File: src/rtl/alu_cdb_unit_pkg.sv
// Shared opcodes, widths and the buffered result record for the ALU/CDB execution unit.
// Opcode numbering follows the OP_* list used by the RS and decoder.
package alu_cdb_unit_pkg;

  localparam int RLEN          = 32;
  localparam int RBID          = 4;
  localparam int ALU_BUF_DEPTH = 2;

  localparam logic [5:0] OP_LUI   = 6'd1;
  localparam logic [5:0] OP_AUIPC = 6'd2;
  localparam logic [5:0] OP_JAL   = 6'd3;
  localparam logic [5:0] OP_JALR  = 6'd4;
  localparam logic [5:0] OP_BEQ   = 6'd5;
  localparam logic [5:0] OP_BNE   = 6'd6;
  localparam logic [5:0] OP_BLT   = 6'd7;
  localparam logic [5:0] OP_BGE   = 6'd8;
  localparam logic [5:0] OP_BLTU  = 6'd9;
  localparam logic [5:0] OP_BGEU  = 6'd10;
  localparam logic [5:0] OP_ADDI  = 6'd19;
  localparam logic [5:0] OP_SLTI  = 6'd20;
  localparam logic [5:0] OP_SLTIU = 6'd21;
  localparam logic [5:0] OP_XORI  = 6'd22;
  localparam logic [5:0] OP_ORI   = 6'd23;
  localparam logic [5:0] OP_ANDI  = 6'd24;
  localparam logic [5:0] OP_SLLI  = 6'd25;
  localparam logic [5:0] OP_SRLI  = 6'd26;
  localparam logic [5:0] OP_SRAI  = 6'd27;
  localparam logic [5:0] OP_ADD   = 6'd28;
  localparam logic [5:0] OP_SUB   = 6'd29;
  localparam logic [5:0] OP_SLL   = 6'd30;
  localparam logic [5:0] OP_SLT   = 6'd31;
  localparam logic [5:0] OP_SLTU  = 6'd32;
  localparam logic [5:0] OP_XOR   = 6'd33;
  localparam logic [5:0] OP_SRL   = 6'd34;
  localparam logic [5:0] OP_SRA   = 6'd35;
  localparam logic [5:0] OP_OR    = 6'd36;
  localparam logic [5:0] OP_AND   = 6'd37;

  typedef struct packed {
    logic [RLEN-1:0] val;
    logic            jump;
    logic [RLEN-1:0] npc;
  } result_t;

endpackage

File: src/rtl/alu_cdb_unit_core.sv
// Combinational integer/branch datapath: one op in, rd value plus next-PC/jump out.
// Unknown opcodes produce val=0, jump=0 so the ROB entry still completes.
module alu_cdb_unit_core
  import alu_cdb_unit_pkg::*;
(
  input  logic [5:0]      op,
  input  logic [RLEN-1:0] rs1,
  input  logic [RLEN-1:0] rs2,
  input  logic [RLEN-1:0] imm,
  input  logic [RLEN-1:0] pc,
  output result_t         res
);

  logic [4:0]      shamt;
  logic [RLEN-1:0] pc_seq;
  logic            taken;

  assign shamt  = rs2[4:0];
  assign pc_seq = pc + 32'd4;

  always_comb begin
    res.val  = '0;
    res.jump = 1'b0;
    res.npc  = pc_seq;
    taken    = 1'b0;
    case (op)
      OP_ADD, OP_ADDI:   res.val = rs1 + rs2;
      OP_SUB:            res.val = rs1 - rs2;
      OP_XOR, OP_XORI:   res.val = rs1 ^ rs2;
      OP_OR, OP_ORI:     res.val = rs1 | rs2;
      OP_AND, OP_ANDI:   res.val = rs1 & rs2;
      OP_SLL, OP_SLLI:   res.val = rs1 << shamt;
      OP_SRL, OP_SRLI:   res.val = rs1 >> shamt;
      OP_SRA, OP_SRAI:   res.val = $unsigned($signed(rs1) >>> shamt);
      OP_SLT, OP_SLTI:   res.val = {31'd0, $signed(rs1) < $signed(rs2)};
      OP_SLTU, OP_SLTIU: res.val = {31'd0, rs1 < rs2};
      OP_LUI:            res.val = imm;
      OP_AUIPC:          res.val = pc + imm;
      OP_JAL: begin
        res.val  = pc_seq;
        res.jump = 1'b1;
        res.npc  = pc + imm;
      end
      OP_JALR: begin
        res.val  = pc_seq;
        res.jump = 1'b1;
        res.npc  = (rs1 + imm) & ~32'd1;
      end
      OP_BEQ, OP_BNE, OP_BLT, OP_BGE, OP_BLTU, OP_BGEU: begin
        case (op)
          OP_BEQ:  taken = (rs1 == rs2);
          OP_BNE:  taken = (rs1 != rs2);
          OP_BLT:  taken = ($signed(rs1) < $signed(rs2));
          OP_BGE:  taken = ($signed(rs1) >= $signed(rs2));
          OP_BLTU: taken = (rs1 < rs2);
          default: taken = (rs1 >= rs2);
        endcase
        res.jump = taken;
        res.npc  = taken ? (pc + imm) : pc_seq;
      end
      default: ;
    endcase
  end

endmodule

File: src/rtl/alu_cdb_unit.sv
// ALU execution unit: accepts RS ops, buffers results in a small FIFO and broadcasts the
// head on the CDB under arbiter grant. Rollback flushes the buffer; rdy_in low freezes it.
module alu_cdb_unit
  import alu_cdb_unit_pkg::*;
#(
  parameter int BUF_DEPTH   = ALU_BUF_DEPTH,
  parameter int TAG_W       = RBID,
  parameter bit CHECK_ISSUE = 1'b1
) (
  input  logic             clk_in,
  input  logic             rst_n_in,
  input  logic             rdy_in,
  input  logic             rollback_in,
  input  logic             flag_alu,
  input  logic [5:0]       op_alu,
  input  logic [31:0]      rs1_alu,
  input  logic [31:0]      rs2_alu,
  input  logic [31:0]      imm_alu,
  input  logic [31:0]      pc_alu,
  input  logic [TAG_W-1:0] rob_alu,
  output logic             alu_ready,
  input  logic             cdb_grant_in,
  output logic             cdb_valid,
  output logic [TAG_W-1:0] cdb_rob,
  output logic [31:0]      cdb_val,
  output logic             cdb_jump,
  output logic [31:0]      cdb_pc
);

  localparam int               PTR_W   = $clog2(BUF_DEPTH);
  localparam logic [PTR_W:0]   DEPTH_C = BUF_DEPTH[PTR_W:0];

  result_t          core_res;
  result_t          res_q [BUF_DEPTH];
  logic [TAG_W-1:0] tag_q [BUF_DEPTH];
  logic [PTR_W-1:0] rd_ptr, wr_ptr;
  logic [PTR_W:0]   count;
  logic             push, pop, non_empty;

  alu_cdb_unit_core u_core (
    .op  (op_alu),
    .rs1 (rs1_alu),
    .rs2 (rs2_alu),
    .imm (imm_alu),
    .pc  (pc_alu),
    .res (core_res)
  );

  assign non_empty = (count != '0);
  assign alu_ready = rdy_in & (count < DEPTH_C);
  assign cdb_valid = rdy_in & non_empty;
  assign push      = flag_alu & alu_ready & ~rollback_in;
  assign pop       = cdb_valid & cdb_grant_in & ~rollback_in;

  // Head fields read as zero when empty so stale entries never leak onto the bus.
  assign cdb_rob  = non_empty ? tag_q[rd_ptr]      : '0;
  assign cdb_val  = non_empty ? res_q[rd_ptr].val  : '0;
  assign cdb_jump = non_empty ? res_q[rd_ptr].jump : 1'b0;
  assign cdb_pc   = non_empty ? res_q[rd_ptr].npc  : '0;

  always_ff @(posedge clk_in or negedge rst_n_in) begin
    if (!rst_n_in) begin
      rd_ptr <= '0;
      wr_ptr <= '0;
      count  <= '0;
    end else if (rollback_in) begin
      rd_ptr <= '0;
      wr_ptr <= '0;
      count  <= '0;
    end else begin
      if (push) wr_ptr <= wr_ptr + PTR_W'(1);
      if (pop)  rd_ptr <= rd_ptr + PTR_W'(1);
      if (push && !pop)      count <= count + (PTR_W+1)'(1);
      else if (!push && pop) count <= count - (PTR_W+1)'(1);
    end
  end

  always_ff @(posedge clk_in) begin
    if (push) begin
      res_q[wr_ptr] <= core_res;
      tag_q[wr_ptr] <= rob_alu;
    end
  end

  // The RS is expected to hold off while the unit is full.
  assert property (@(posedge clk_in) disable iff (!rst_n_in)
    !(CHECK_ISSUE && flag_alu && rdy_in && !rollback_in && !alu_ready));

endmodule

File: config.mk
export PLATFORM = sky130hd
export DESIGN_NAME = alu_cdb_unit
export DESIGN_NICKNAME = d
export VERILOG_FILES = /design/src/rtl/alu_cdb_unit_pkg.sv /design/src/rtl/alu_cdb_unit_core.sv /design/src/rtl/alu_cdb_unit.sv
export SDC_FILE = /design/constraint.sdc
export NUM_CORES = 1
export LEC_CHECK = 0
export CAP_MARGIN = 20
export CORE_ASPECT_RATIO = 2
export CORE_MARGIN = 2
export CORE_UTILIZATION = 50
export CTS_BUF_LIST = sky130_fd_sc_hd__clkbuf_16
export DETAILED_ROUTE_END_ITERATION = 12
export PLACE_DENSITY = 0.74
export REMOVE_ABC_BUFFERS = 1
export SYNTH_ARGS = -nofsm -noshare
export SYNTH_HDL_FRONTEND = slang
export SYNTH_SLANG_ARGS = --single-unit
export TNS_END_PERCENT = 5
File: constraint.sdc
create_clock -name clk_in -period 10.8 [get_ports clk_in]
set_input_delay 2.16 -clock clk_in [delete_from_list [all_inputs] [get_ports clk_in]]
set_output_delay 2.16 -clock clk_in [all_outputs]
set_load 0.01 [all_outputs]
==> flow_results.xml <==
<?xml version="1.0" encoding="UTF-8"?>
<metrics>
  <group name="outcome">
    <metric name="status" unit="">finished, final reports clean</metric>
  </group>
  <group name="sta">
    <metric name="setup_repair_after_global_routing_missed_its_margin" unit="">false</metric>
    <metric name="final-setup-viol-count" unit="">0</metric>
    <metric name="setup_total_negative_slack" unit="ps">0</metric>
    <metric name="finalWorstPathRequiredPeriod" unit="ps">7605</metric>
    <metric name="slew-limit-headroom" unit="%">18.51</metric>
    <metric name="number_of_max_slew_violations_in_the_final_report" unit="">0</metric>
    <metric name="worst-slew-pin-transition" unit="ps">1219</metric>
    <metric name="layout_worst_path_cycle_share" unit="%">70.41</metric>
    <metric name="final.setup_skew" unit="ps">6.719</metric>
    <metric name="hold_viol_final" unit="">0</metric>
    <metric name="fmaxAchievable" unit="MHz">131.5</metric>
  </group>
  <group name="yosys">
    <metric name="yosys-top-cells-area" unit="">sky130_fd_sc_hd__edfxtp_1, sky130_fd_sc_hd__ha_1, sky130_fd_sc_hd__mux2i_1</metric>
    <metric name="synth_area_per_cell" unit="µm²">8.156</metric>
    <metric name="synth_async_sr_flop_share" unit="%">2.817</metric>
    <metric name="ys_seq_area_share" unit="%">22.41</metric>
    <metric name="post_synth_num_cell_types" unit="">99</metric>
    <metric name="syn-cell-area" unit="µm²">18940</metric>
    <metric name="synthFlopType" unit="">sky130_fd_sc_hd__edfxtp_1</metric>
    <metric name="synth_enable_flop_cells" unit="">138</metric>
    <metric name="yosys_register_bits" unit="">142</metric>
    <metric name="postSynthCellCount" unit="">2322</metric>
    <metric name="synth_common_cells" unit="">sky130_fd_sc_hd__nor2_1, sky130_fd_sc_hd__a21oi_1, sky130_fd_sc_hd__nand2_1</metric>
    <metric name="yosys.area.top_type_share" unit="%">21.88</metric>
    <metric name="synth_most_common_cell" unit="">sky130_fd_sc_hd__nor2_1</metric>
    <metric name="synth.yosys.warnings" unit="">0</metric>
    <metric name="yosys.area.top_type" unit="">sky130_fd_sc_hd__edfxtp_1</metric>
  </group>
  <group name="layout">
    <metric name="seqCellArea" unit="µm²">4248</metric>
    <metric name="nFillCells" unit="">3465</metric>
    <metric name="finalNetCount" unit="">2746</metric>
    <metric name="area_growth_syn_to_layout" unit="%">15.98</metric>
    <metric name="footprint_of_the_multi_input_gates" unit="µm²">13680</metric>
    <metric name="post_route_cells_drive_above_1_share" unit="%">6.444</metric>
    <metric name="number_of_diodes" unit="">0</metric>
  </group>
  <group name="placement">
    <metric name="place_congestion" unit="">1.096</metric>
    <metric name="detailed_place_hpwl" unit="µm">67180</metric>
    <metric name="io_buffer_count" unit="">214</metric>
  </group>
  <group name="worst_setup_path">
    <metric name="arrival" unit="ps">7800</metric>
    <metric name="crit_path_end_kind" unit="">register</metric>
    <metric name="criticalPathCategory" unit="">in2reg</metric>
    <metric name="crit_fanout" unit="">49</metric>
    <metric name="worst-endpoint-required" unit="ps">11000</metric>
    <metric name="critPathLaunchType" unit="">input port</metric>
  </group>
  <group name="global_routing">
    <metric name="grt.total_usage" unit="%">44.38</metric>
    <metric name="grt_max_degree" unit="">78</metric>
    <metric name="grt_first_pass_wirelength" unit="µm">128900</metric>
    <metric name="antenna_found_initial" unit="">0</metric>
    <metric name="globalRoute.totalOverflow" unit="">0</metric>
    <metric name="grt_pass1_vias" unit="">20510</metric>
  </group>
  <group name="power">
    <metric name="netSwitchingPower" unit="µW">897.9</metric>
    <metric name="vdd.ir_drop.worst" unit="mV">0.1192</metric>
    <metric name="post-layout-total-power" unit="µW">2223</metric>
    <metric name="power.clock.fraction" unit="%">29.3</metric>
    <metric name="p_comb_share" unit="%">42.0</metric>
    <metric name="p_leak" unit="µW">0.008359</metric>
    <metric name="seq_power_share" unit="%">28.7</metric>
    <metric name="swShare" unit="%">40.40</metric>
    <metric name="power_density" unit="nW/µm²">101.2</metric>
    <metric name="intPower" unit="µW">1325</metric>
  </group>
  <group name="clocking">
    <metric name="clk_pin_slew_worst_paths" unit="ps">70</metric>
    <metric name="worst_skew_pair.late_latency" unit="ps">460</metric>
    <metric name="tritoncts_clock_tree" unit="">built</metric>
    <metric name="cts-hold-fix-buffers" unit="">0</metric>
    <metric name="htree_levels" unit="">4</metric>
    <metric name="post-cts-setup-buffers" unit="">0</metric>
    <metric name="numCtsBuffers" unit="">17</metric>
    <metric name="cts.root.buffer_cell" unit="">sky130_fd_sc_hd__clkbuf_16</metric>
    <metric name="cts_buffer_depth" unit="">2</metric>
    <metric name="cts.sinks" unit="">142</metric>
    <metric name="post_cts_resize_count" unit="">0</metric>
  </group>
  <group name="floorplanning">
    <metric name="dieHeight" unit="µm">279.2</metric>
    <metric name="floorplan.rows" unit="">100</metric>
    <metric name="io_pins" unit="">215</metric>
    <metric name="floorplan.core_area" unit="µm²">37290</metric>
    <metric name="design.die.area" unit="µm²">39540</metric>
    <metric name="fp.dieW" unit="µm">141.6</metric>
    <metric name="floorplan.initialDensity" unit="%">50.79</metric>
  </group>
  <group name="drt">
    <metric name="avgViaCountPerCell" unit="">7.083</metric>
    <metric name="post-route-drc-count" unit="">0</metric>
    <metric name="via_count" unit="">20620</metric>
    <metric name="postRouteWirelength" unit="µm">88960</metric>
    <metric name="drt-wirelength-per-cell" unit="µm">30.56</metric>
    <metric name="first_pass_iters" unit="">7</metric>
    <metric name="drt.antenna.violating_nets" unit="">0</metric>
    <metric name="first_iter_violations" unit="">2105</metric>
  </group>
  <group name="min_path">
    <metric name="hold_path.class" unit="">reg2reg</metric>
  </group>
  <group name="run">
    <metric name="drv.max_cap_violation_count" unit="">0</metric>
  </group>
</metrics>
## critical path: stages
cell and delay (ps):
sky130_fd_sc_hd__clkdlybuf4s50_1 450, sky130_fd_sc_hd__buf_4 450, sky130_fd_sc_hd__clkinv_1 130, sky130_fd_sc_hd__buf_4 250, sky130_fd_sc_hd__ha_1 420, sky130_fd_sc_hd__nor4_1 760, sky130_fd_sc_hd__o311a_1 400, sky130_fd_sc_hd__nor3_1 120
sky130_fd_sc_hd__o21ai_1 670, sky130_fd_sc_hd__o21ai_2 210, sky130_fd_sc_hd__a221oi_4 480, sky130_fd_sc_hd__o31a_2 800, sky130_fd_sc_hd__nor2_1 70, sky130_fd_sc_hd__or3_1 350
## metrics by stage
stage	utilization, %	hold WS [ps]	instances	area, µm²	worst slack [ps]
4_1_cts	58.89	596.3	2911	21960	3606
2_1_floorplan	-	519.8	2168	18290	748.8
3_3_place_gp	57.18	555.2	2878	21320	3194
6_report	58.91	588.8	2911	21960	3195
5_1_grt	58.91	617.6	2911	21960	3237
3_5_place_dp	57.26	578.7	2879	21350	3130
## worst paths after layout
kind / from / end / slack (ps) / depth (start not counted)
hold reg to reg: wr_ptr / wr_ptr / 590 / 2
max in group asynchronous: rst_n_in / rd_ptr / 8700 / 1
setup / recovery: rs2_alu[4] / res_q[0][6] / 3200 / 14
hold / removal: wr_ptr / wr_ptr / 590 / 2
setup reg to reg: count[1] / res_q[1][31] / 8680 / 2
min in group asynchronous: rst_n_in / count[0] / 1890 / 1
## state kept, by name (all words and copies together), names as in the netlist
register  count
count         2
rd_ptr        1
res_q       130
tag_q         8
wr_ptr        1
## cells in the final DEF, fill, tap and decap left out, types with 12 or more instances in the layout
master and instances:
sky130_fd_sc_hd__o221ai_1 27, sky130_fd_sc_hd__a31oi_1 15, sky130_fd_sc_hd__mux4_2 34, sky130_fd_sc_hd__clkbuf_16 17
sky130_fd_sc_hd__clkdlybuf4s50_1 210, sky130_fd_sc_hd__and3_1 15, sky130_fd_sc_hd__a211oi_1 40, sky130_fd_sc_hd__a21oi_1 180
sky130_fd_sc_hd__nand4_1 28, sky130_fd_sc_hd__inv_1 107, sky130_fd_sc_hd__o211ai_1 30, sky130_fd_sc_hd__edfxtp_1 138
sky130_fd_sc_hd__nor2b_1 27, sky130_fd_sc_hd__o22ai_1 27, sky130_fd_sc_hd__o31ai_1 14, sky130_fd_sc_hd__o21bai_1 19
sky130_fd_sc_hd__nor2_1 275, sky130_fd_sc_hd__buf_4 38, sky130_fd_sc_hd__mux2i_1 123, sky130_fd_sc_hd__a211o_1 16
sky130_fd_sc_hd__a221oi_1 43, sky130_fd_sc_hd__nand3_1 46, sky130_fd_sc_hd__or3_1 12, sky130_fd_sc_hd__xnor2_1 53
sky130_fd_sc_hd__nand2b_1 25, sky130_fd_sc_hd__o21ai_0 126, sky130_fd_sc_hd__a22oi_1 22, sky130_fd_sc_hd__nand2_1 164
sky130_fd_sc_hd__a221o_1 16, sky130_fd_sc_hd__o21a_1 13, sky130_fd_sc_hd__o21ai_1 30, sky130_fd_sc_hd__a21o_1 43
sky130_fd_sc_hd__nor3_1 53, sky130_fd_sc_hd__xor2_1 52, sky130_fd_sc_hd__ha_1 159
## area by class of cell
type                    count  area share (%)
clock inverters            15          0.8431
well taps                 459           2.615
repair buffers            252           11.06
multi-input cells        1913           62.27
clock buffers              17           1.937
flip-flops and latches    142           19.34
inverters                 113           1.931
## power by group through the flow
| stage | Sequential (µW) | Combinational (µW) | Clock (µW) |
|---|---|---|---|
| after floorplan | 652 | 527 | 0 |
| after global placement | 649 | 887 | 0 |
| after detailed placement | 650 | 898 | 0 |
| after CTS | 638 | 904 | 652 |
| after global routing | 639 | 984 | 672 |
| final | 638 | 934 | 651 |
## routing by layer
metal	part of all wire (%)	wire (µm)	vias up	track usage [%]
met1	32	28480	9692	44.19
met5	0	0	-	0
met4	13	11340	0	45.00
li1	-	-	9028	-
met3	7.5	6648	523	8.438
met2	48	42500	1376	74.68
## kinds of logic (layout without fill, tap and decap cells)
family	Yosys count	in the layout	synth area share [%]
compound gates	759	759	27.36
xor+xnor	105	105	4.856
fa+ha+maj	164	164	10.98
buf+inv	267	397	5.655
flops	142	142	22.41
mux	162	162	10.84
simple gates	723	723	17.90
No activity file was read; power rests on OpenSTA's default activity.
